File: src/rtl/piso_tx.sv
// Parallel-in serial-out frame transmitter: start bit (1), WIDTH data bits MSB
// first, stop bit (0); the line idles low.
module piso_tx #(
    parameter int WIDTH = 8
) (
    input  logic             clk,
    input  logic             rst,
    input  logic             load_valid,
    output logic             load_ready,
    input  logic [WIDTH-1:0] pData,
    output logic             sOut,
    output logic             busy,
    output logic             done
);

    localparam int CW = (WIDTH > 1) ? $clog2(WIDTH) : 1;
    localparam logic [CW-1:0] CNT_LAST = CW'(WIDTH - 1);
    localparam logic [CW-1:0] CNT_ONE  = CW'(1);
    localparam logic [CW-1:0] CNT_ZERO = {CW{1'b0}};

    typedef enum logic [1:0] {
        IDLE  = 2'd0,
        START = 2'd1,
        DATA  = 2'd2,
        STOP  = 2'd3
    } state_t;

    state_t           state_r;
    logic [WIDTH-1:0] shreg_r;
    logic [CW-1:0]    cnt_r;
    logic             sout_r;
    logic             busy_r;
    logic             done_r;
    logic             accept_s;

    // A new word is taken when idle, or during the stop bit for gapless back-to-back frames.
    always_comb begin
        load_ready = 1'b0;
        if (rst) begin
            load_ready = 1'b0;
        end else if ((state_r == IDLE) || (state_r == STOP)) begin
            load_ready = 1'b1;
        end else begin
            load_ready = 1'b0;
        end
    end

    assign accept_s = load_valid && load_ready;

    // Frame sequencer: the line value for each state is registered together with the state.
    always_ff @(posedge clk) begin
        if (rst) begin
            state_r <= IDLE;
            shreg_r <= {WIDTH{1'b0}};
            cnt_r   <= CNT_ZERO;
            sout_r  <= 1'b0;
            busy_r  <= 1'b0;
            done_r  <= 1'b0;
        end else begin
            case (state_r)
                IDLE, STOP: begin
                    if (accept_s) begin
                        state_r <= START;
                        shreg_r <= pData;
                        sout_r  <= 1'b1;
                        busy_r  <= 1'b1;
                        done_r  <= 1'b0;
                    end else begin
                        state_r <= IDLE;
                        sout_r  <= 1'b0;
                        busy_r  <= 1'b0;
                        done_r  <= 1'b0;
                    end
                end
                START: begin
                    state_r <= DATA;
                    cnt_r   <= CNT_LAST;
                    sout_r  <= shreg_r[WIDTH-1];
                    shreg_r <= {shreg_r[WIDTH-2:0], 1'b0};
                    busy_r  <= 1'b1;
                    done_r  <= 1'b0;
                end
                DATA: begin
                    // Counter reaching zero means the last data bit is on the line now.
                    if (cnt_r == CNT_ZERO) begin
                        state_r <= STOP;
                        sout_r  <= 1'b0;
                        busy_r  <= 1'b1;
                        done_r  <= 1'b1;
                    end else begin
                        state_r <= DATA;
                        cnt_r   <= cnt_r - CNT_ONE;
                        sout_r  <= shreg_r[WIDTH-1];
                        shreg_r <= {shreg_r[WIDTH-2:0], 1'b0};
                        busy_r  <= 1'b1;
                        done_r  <= 1'b0;
                    end
                end
                default: begin
                    state_r <= IDLE;
                    shreg_r <= {WIDTH{1'b0}};
                    cnt_r   <= CNT_ZERO;
                    sout_r  <= 1'b0;
                    busy_r  <= 1'b0;
                    done_r  <= 1'b0;
                end
            endcase
        end
    end

    assign sOut = sout_r;
    assign busy = busy_r;
    assign done = done_r;

endmodule

File: config.mk
export PLATFORM = sky130hd
export DESIGN_NAME = piso_tx
export DESIGN_NICKNAME = d
export VERILOG_FILES = /design/src/rtl/piso_tx.sv
export SDC_FILE = /design/constraint.sdc
export NUM_CORES = 1
export LEC_CHECK = 0
export ABC_AREA = 1
export CAP_MARGIN = 15
export CORE_MARGIN = 4
export CORE_UTILIZATION = 30
export CTS_BUF_LIST = sky130_fd_sc_hd__clkbuf_16
export DETAILED_ROUTE_END_ITERATION = 10
export HOLD_SLACK_MARGIN = 0.08
export PLACE_DENSITY = 0.51
export SYNTH_ARGS = -nofsm -noshare
export SYNTH_HDL_FRONTEND = slang
export SYNTH_SLANG_ARGS = --single-unit
File: constraint.sdc
create_clock -name clk -period 3.05 [get_ports clk]
set_clock_uncertainty 0.1 [all_clocks]
set_input_delay 0.61 -clock clk [delete_from_list [all_inputs] [get_ports clk]]
set_output_delay 0.61 -clock clk [all_outputs]
set_load 0.005 [all_outputs]
==> results of run 1 <==
through the flow:
step / instances / setup slack, ns / hold slack (ns) / power (mW) / cell area, sq um
after floorplan: 133 / 1.40 / 0.346 / 0.501 / 908
after global routing: 180 / 0.544 / 0.405 / 0.869 / 1140
after global placement: 176 / 0.584 / 0.366 / 0.551 / 1060
final: 180 / 0.612 / 0.375 / 0.811 / 1140
after CTS: 180 / 0.591 / 0.379 / 0.820 / 1140
after detailed placement: 176 / 0.594 / 0.372 / 0.558 / 1060
state kept, by name, indices dropped and copies added (netlist names):
name / cells
busy: 1
cnt_r: 3
done: 1
sOut: 1
shreg_r: 8
state_r: 2
routing by layer:
metal	vias to the layer above	GRT usage, %
met5	-	0
met4	0	4.96
met3	2	4.32
met2	12	14.8
met1	336	10.6
li1	423	-
logic make-up (layout without fill, tap and decap cells):
family          Yosys count  in the layout  share of synthesized area, %
buf+inv                  29             45                          15.8
compound gates            7              7                          7.16
fa+ha+maj                 4              4                          5.51
simple gates             77             77                          36.2
flops                    16             16                          35.3
synth_stat cells:
| cell | instances | area share [%] |
|---|---|---|
| inv_2 | 3 | 1.2 |
| dfxtp_1 | 16 | 35 |
| o21ai_1 | 2 | 1.1 |
| nand2_4 | 1 | 1.2 |
| a21oi_1 | 1 | 0.55 |
| nand2_1 | 29 | 12 |
| ha_1 | 4 | 5.5 |
| nor2_1 | 35 | 14 |
| nand3_2 | 1 | 1.1 |
| o21ai_4 | 1 | 1.8 |
| nor2_4 | 2 | 2.5 |
| buf_6 | 4 | 5.0 |
| a21oi_4 | 1 | 1.8 |
| inv_6 | 1 | 0.96 |
| nand3_1 | 9 | 5.0 |
| inv_1 | 21 | 8.7 |
| a21oi_2 | 2 | 1.9 |
path summary, 6_finish.rpt:
check / to / cells after the start / slack [ns]
setup reg to reg: shreg_r[7] / 7 / 1.45
hold reg to reg: sOut / 2 / 0.38
setup / recovery: load_ready / 3 / 0.61
hold / removal: sOut / 2 / 0.38
area by class of cell:
cell class                 count  area, sq um  area share (%)
clock buffer                   3         75.1            6.61
clock inverter                 1         3.75           0.330
inverter                      25         98.8            8.70
multi-input combinational     88          444            39.1
sequential                    16          320            28.2
tap                           31         38.8            3.41
timing repair buffer          16          155            13.7
power groups by stage:
stage	Sequential [mW]	Combinational, mW	Clock [mW]
finish	0.273	0.279	0.259
global route	0.278	0.318	0.273
CTS	0.274	0.281	0.265
detailed placement	0.278	0.280	0
global placement	0.276	0.275	0
floorplan	0.274	0.226	0
worst register-to-register path: cells and delay by family (launching register included):
family / cells / cell delay [ns]
DFF: 1 / 0.33
buffers and inverters: 2 / 0.19
and+or+nand+nor: 4 / 0.67
adders and majority gates: 1 / 0.27
==> results.toml, run 1 <==
[run_status]
status = "completed"

[power]
p_leak_nw = 0.551
power_switching_mw = 0.271
pwr-share-seq_pct = 33.7
switching_share_pct = 33.4
combinationalPowerShare_pct = 34.4
pwr_density_cell_nw_per_um2 = 714
clkPwrFrac_pct = 31.9
p_int_mw = 0.540
ir_drop_v = 0.000273

[timing]
worst_slew_pin_slew_ns = 0.282
hold_viol = 0
setup_viol = 0
fin_crit_ns = 2.44
rsz0062_at_grt = "no"
period_share_pct = 79.9
setup_tns_ns = 0
slew_headroom_pct = 81.2
final_max_slew_viol_count = 0
clock.fmax_mhz = 410

[final_layout]
fin_util_pct = 40.2
syn_to_final_growth_pct = 25.1
insertedDiodeCount = 0
final_cell_mix = "nor2_1 (35), nand2_1 (29), inv_1 (21), dfxtp_1 (16), clkdlybuf4s50_1 (14)"
nets = 165
fill_cells = 309
final_common_cell = "nor2_1"
layout-drive-gt1-share_pct = 11.4

[clock_network]
clkLatencyLatePin_ns = 0.25
cts_tree = "done"
clock-sinks = 16
clk_pin_slew_ns = 0.05
clockBufferDepth = 2
h-tree-depth = 1
postCtsSetupBuffers = 0
cts_resized = 0
cts-root-buf = "clkbuf_16"
postCtsHoldBufs = 0
cts_buffers = 3

[critical_path]
critPathLaunchType = "primary input"
critPathArrivalTime_ns = 1.73
rr_startpoint = "state_r[0]"
cp_num_buf_inv = 2
crit_fanout = 2
path_common_cell = "clkdlybuf4s50_1"
critical_path_class = "primary input to output port"
critical_path.top_delay_family = "buffers and inverters"
cpMaxStageDelayCell = "clkdlybuf4s50_1"
path_cells = "clkdlybuf4s50_1, nor2_1, clkdlybuf4s50_1"
cp-startpoint = "rst"
slowest_delay_ns = 0.52
cp.required_ns = 2.34
cp-end-kind = "output port"

[drt]
wl_per_cell_um = 9.93
drc = 0
drt-met1-wl_um = 863
route.met2.wl_um = 811
top_layer = "met4"
antenna_left = 0
firstDrtPassIters = 4
finalWirelength_um = 1790
route.met3.wl_um = 94
viasPerCell = 4.29
num_vias = 773
drtIter0Drc = 15

[min_path]
hp-class = "flop to flop"
min_from = "shreg_r[7]"

[synthesis]
syn_inst = 133
syn_area_sq_um = 908
synth.distinct_cells = 17
avgSynthCellArea_sq_um = 6.83
ys_seq_elements = 16
yosys_warnings = 0
synth_nets = 148
ys_seq_area_share_pct = 35.3

[global_routing]
antenna_found_initial = 0
gr-total-overflow = 0
grt_pass1_wl_um = 2880
grt_max_degree = 18
track_usage_pct = 9.40
grt_pass1_vias = 688

[die]
start_util_pct = 32.1
dieArea_sq_um = 3970
core_area_sq_um = 2830
boundaryPins = 15
num_rows = 19
chipHeight_um = 63.0
die_x_um = 63.0

[placement]
gp_congestion = 0.676
port_buffers = 14
hpwl_um = 1330

[run]
maxCapViolations = 0
Power figures use the tool's default switching activity.
==> run 2: changes to the inputs <==
--- a/config.mk
+++ b/config.mk
@@ -12,7 +12,7 @@
 export CTS_BUF_LIST = sky130_fd_sc_hd__clkbuf_16
 export DETAILED_ROUTE_END_ITERATION = 10
 export HOLD_SLACK_MARGIN = 0.08
-export PLACE_DENSITY = 0.51
+export PLACE_DENSITY = 0.53
 export SYNTH_ARGS = -nofsm -noshare
 export SYNTH_HDL_FRONTEND = slang
 export SYNTH_SLANG_ARGS = --single-unit
==> constraint.sdc (replaced) <==
create_clock -name clk -period 2.2 [get_ports clk]
set_clock_uncertainty 0.1 [all_clocks]
set_input_delay 0.44 -clock clk [delete_from_list [all_inputs] [get_ports clk]]
set_output_delay 0.44 -clock clk [all_outputs]
set_load 0.005 [all_outputs]
==> run 2 against run 1 <==
Compared with the run above: core utilization increased by 0.57 points; sequential cell count stayed put; setup slack worse by 0.56 ns.
==> results.toml, run 2 (synthesis results as in run 1) <==
[clock_network]
cts_buffers = 3
clk_pin_slew_ns = 0.05
clockBufferDepth = 2
clock-sinks = 16
clkLatencyLatePin_ns = 0.25
cts_tree = "done"
cts-root-buf = "clkbuf_16"
postCtsSetupBuffers = 0
h-tree-depth = 1

[timing]
worst_slew_pin_slew_ns = 0.296
final_max_slew_viol_count = 0
setup_viol = 0
clock.fmax_mhz = 465
period_share_pct = 97.8
slew_headroom_pct = 80.2
hold_viol = 0
setup_tns_ns = 0
rsz0062_at_grt = "no"
fin_crit_ns = 2.15

[placement]
gp_congestion = 0.827
hpwl_um = 1280
placed_area_sq_um = 1060
port_buffers = 14

[global_routing]
grt_use_met2_pct = 16.3
top_usage_layer = "met2"
antenna_found_initial = 0
grt_pass1_vias = 805
use_met3_pct = 2.52
gr-total-overflow = 0
track_usage_pct = 9.74
grt_max_degree = 18
use_met1_pct = 10.2
grt_pass1_wl_um = 3080

[critical_path]
critical_path.top_delay_family = "buffers and inverters"
cp-startpoint = "state_r[0]"
critPathLaunchType = "flop"
crit_end = "load_ready"
slowest_delay_ns = 0.50
critPathArrivalTime_ns = 1.61
critical_path_class = "flop to output port"
rrSetupSlack_ns = 0.64
cp.required_ns = 1.66
crit_fanout = 3
cpMaxStageDelayCell = "clkdlybuf4s50_1"
cp_num_buf_inv = 3
rr_startpoint = "cnt_r[0]"
cp-end-kind = "output port"
r2r-end = "shreg_r[3]"
crit_cells = 5
ff2ff_path_depth = 7
path_cells = "inv_1, ha_4, inv_2, nor2_4, clkdlybuf4s50_1"

[power]
pwr_density_cell_nw_per_um2 = 987
ir_drop_v = 0.000264
p_leak_nw = 0.551

[drt]
drc = 0
wl_per_cell_um = 10.5
viasPerCell = 4.47
drtIter0Drc = 35
num_vias = 800
firstDrtPassIters = 4
antenna_left = 0
finalWirelength_um = 1880

[run_status]
status = "completed"

[die]
boundaryPins = 15
chipHeight_um = 63.0
start_util_pct = 32.1
dieArea_sq_um = 3970
num_rows = 19
core_area_sq_um = 2830
die_x_um = 63.0

[final_layout]
nets = 165
largestRegisters = "shreg_r x8, cnt_r x3, state_r x2"
syn_to_final_growth_pct = 26.9
insertedDiodeCount = 0
fill_cells = 299
final_cell_mix = "nor2_1 (34), nand2_1 (29), inv_1 (21), dfxtp_1 (16), clkdlybuf4s50_1 (14)"
final_area_sq_um = 1150
top_register = "shreg_r"
largest_register_ffs = 8
final_common_cell = "nor2_1"
layout-drive-gt1-share_pct = 12.8

[min_path]
min_path_cells = 2
hp-class = "flop to flop"

[run]
maxCapViolations = 0
[run 2: cell types whose count changed in the layout (fill, tap and decap cells not counted)]
cell,change
nor2_1,-1
nor2_4,+1
clkinv_1,-1
ha_1,-1
ha_4,+1
[run 2: area by class of cell]
cell class                 count  area, sq um  area share [%]
multi-input combinational     88          464            40.3
sequential                    16          320            27.8
timing repair buffer          16          155            13.5
inverter                      25         98.8            8.58
clock buffer                   3         75.1            6.51
tap                           31         38.8            3.37
[run 2: worst min path at each step]
stage	slack, ns	end	start
3_3_place_gp	0.36	cnt_r[1]	cnt_r[1]
6_report	0.38	cnt_r[1]	cnt_r[1]
2_1_floorplan	0.35	sOut	shreg_r[7]
4_1_cts	0.38	cnt_r[1]	cnt_r[1]
3_5_place_dp	0.37	shreg_r[2]	shreg_r[2]
5_1_grt	0.41	shreg_r[5]	shreg_r[5]
[run 2: metrics by stage]
stage	total power, mW	utilization, %	instances	hold WS [ns]	setup slack (ns)
3_5_place_dp	0.772	37.4	176	0.372	0.0764
6_report	1.14	40.7	179	0.376	0.0486
5_1_grt	1.21	40.7	179	0.408	0.00347
4_1_cts	1.13	40.1	179	0.380	0.0113
3_3_place_gp	0.762	37.4	176	0.363	0.0827
2_1_floorplan	0.694	-	133	0.346	0.723
[run 2: power by group]
group	internal (mW)	switching [mW]	leakage (nW)	total, mW
Clock	0.239	0.118	0.0370	0.357
Combinational	0.166	0.234	0.382	0.399
Sequential	0.351	0.0301	0.132	0.381
[run 2: layer usage]
metal,vias to the layer above,part of all wire [%],wire length (um)
met4,0,2.9,55
met3,5,3.7,70
met2,15,48,896
met1,358,46,857
met5,-,0,0
li1,422,-,-
[run 2: timing repair]
action                     in CTS  in global routing
hold buffers                    0                  0
gates resized for setup         1                  2
setup endpoints to repair       1                  1
[run 2: worst reg2reg max path, stage by stage (launching register included)]
cell and delay, ns:
dfxtp_1 0.34, inv_1 0.06, ha_1 0.22, nand3_2 0.23
inv_1 0.14, nor2_4 0.24, nor2_1 0.06, nor2_1 0.10
==> run 3: changes to the inputs <==
--- a/config.mk
+++ b/config.mk
@@ -8,11 +8,13 @@
 export ABC_AREA = 1
 export CAP_MARGIN = 15
 export CORE_MARGIN = 4
-export CORE_UTILIZATION = 30
+export CORE_UTILIZATION = 26
 export CTS_BUF_LIST = sky130_fd_sc_hd__clkbuf_16
 export DETAILED_ROUTE_END_ITERATION = 10
 export HOLD_SLACK_MARGIN = 0.08
-export PLACE_DENSITY = 0.53
+export PLACE_DENSITY = 0.47
+export SETUP_SLACK_MARGIN = 0.15
+export SKIP_CTS_REPAIR_TIMING = 1
 export SYNTH_ARGS = -nofsm -noshare
 export SYNTH_HDL_FRONTEND = slang
 export SYNTH_SLANG_ARGS = --single-unit
==> run 3 against run 2 <==
Compared with the run above: clock power shrank 3%; worst hold slack lost 0.0034 ns; global-route usage is essentially flat; combinational power shrank 2%; die area grew 13%; fmax grew 22%; final area grew 1.8%; first-iteration DRC count shrank 49%; critical endpoint unchanged; largest cell class unchanged; largest power group unchanged; highest routed layer unchanged.
==> results.toml, run 3 (synthesis results as in run 1) <==
[run]
maxCapViolations = 0

[power]
clkPwrFrac_pct = 31.0
pwr-share-seq_pct = 33.9
p_leak_nw = 0.563
combinationalPowerShare_pct = 35.1
switching_share_pct = 32.9
ir_drop_v = 0.000558
pwr_density_cell_nw_per_um2 = 955
power_mw = 1.12
power_switching_mw = 0.369
p_int_mw = 0.752

[drt]
antenna_left = 0
viasPerCell = 3.94
drtIter0Drc = 18
finalWirelength_um = 1820
drc = 0
num_vias = 765
wl_per_cell_um = 9.37
firstDrtPassIters = 4

[timing]
final_max_slew_viol_count = 0
hold_slack_ns = 0.372
rsz0062_at_grt = "no"
setup_tns_ns = 0
worst_slew_pin_slew_ns = 0.279
fin_crit_ns = 1.77
layout_setup_ws_ns = 0.431
setup_viol = 0
clock.fmax_mhz = 565
slew_headroom_pct = 81.4
hold_viol = 0
period_share_pct = 80.4

[die]
dieArea_sq_um = 4500
boundaryPins = 15
num_rows = 21
die_x_um = 67.1
core_area_sq_um = 3360
chipHeight_um = 67.1
start_util_pct = 27.0

[critical_path]
critPathLaunchType = "primary input"
cpMaxStageDelayCell = "clkdlybuf4s50_1"
critPathArrivalTime_ns = 1.23
path_cells = "clkdlybuf4s50_1, nor2_4, dlymetal6s2s_1"
cp-end-kind = "output port"
cp-startpoint = "rst"
rr_startpoint = "cnt_r[0]"
critical_path.top_delay_family = "buffers and inverters"
cp_num_buf_inv = 2
slowest_delay_ns = 0.49
cp.required_ns = 1.66
critical_path_class = "primary input to output port"
crit_fanout = 2

[final_layout]
fin_util_pct = 34.9
final_common_cell = "nor2_1"
largest_register_ffs = 8
insertedDiodeCount = 0
nets = 165
final_area_sq_um = 1170
largestRegisters = "shreg_r x8, cnt_r x3, state_r x2"
final_cells = 194
multiInputGateArea_sq_um = 464
syn_to_final_growth_pct = 29.2
fill_cells = 402
final_cell_mix = "nor2_1 (34), nand2_1 (29), inv_1 (21), dfxtp_1 (16), clkdlybuf4s50_1 (13)"
top_register = "shreg_r"
layout-drive-gt1-share_pct = 12.8
regArea_sq_um = 320

[placement]
placedCellCount = 191
hpwl_um = 1280
placed_area_sq_um = 1080
gp_congestion = 0.783
pre_cts_ws_ns = 0.0526
port_buffers = 14

[clock_network]
cts-root-buf = "clkbuf_16"
cts_tree = "done"
clkLatencyLatePin_ns = 0.24
clock-sinks = 16
cts_buffers = 3
h-tree-depth = 1
clockBufferDepth = 2
clk_pin_slew_ns = 0.05

[global_routing]
grt_pass1_wl_um = 3300
gr-total-overflow = 0
antenna_found_initial = 0
grt_max_degree = 18
grt_pass1_vias = 763
track_usage_pct = 9.77

[min_path]
hp-class = "flop to flop"
min_from = "shreg_r[7]"

[run_status]
status = "completed"
[run 3: power groups by stage]
stage	combinational (mW)	sequential (mW)	clock, mW
global route	0.466	0.388	0.372
CTS	0.388	0.379	0.360
floorplan	0.314	0.380	0
global placement	0.383	0.383	0
finish	0.393	0.380	0.347
detailed placement	0.386	0.385	0
[run 3: routing by layer]
| layer | routed length (um) | vias to the layer above | global-route usage [%] |
|---|---|---|---|
| met1 | 836 | 329 | 11.1 |
| met2 | 888 | 8 | 16.4 |
| met3 | 71 | 2 | 3.71 |
| met5 | 0 | - | 0 |
| met4 | 21 | 0 | 3.80 |
| li1 | - | 426 | - |
[run 3: final timing paths]
path / to / slack (ns) / cells after the start
setup / recovery: load_ready / 0.43 / 3
hold / removal: sOut / 0.37 / 2
setup reg to reg: shreg_r[6] / 0.63 / 7
hold reg to reg: sOut / 0.37 / 2
[run 3: tightest hold or removal path: stages (launching register included)]
cell	delay, ns
dfxtp_1	0.30
nand2_1	0.06
o21ai_1	0.06
[run 3: layout make-up]
cell class,instances,share of cell area (%)
multi-input cells,88,39.6
flip-flops and latches,16,27.3
repair buffers,16,13.4
inverters,25,8.42
clock buffers,3,6.40
well taps,46,4.90
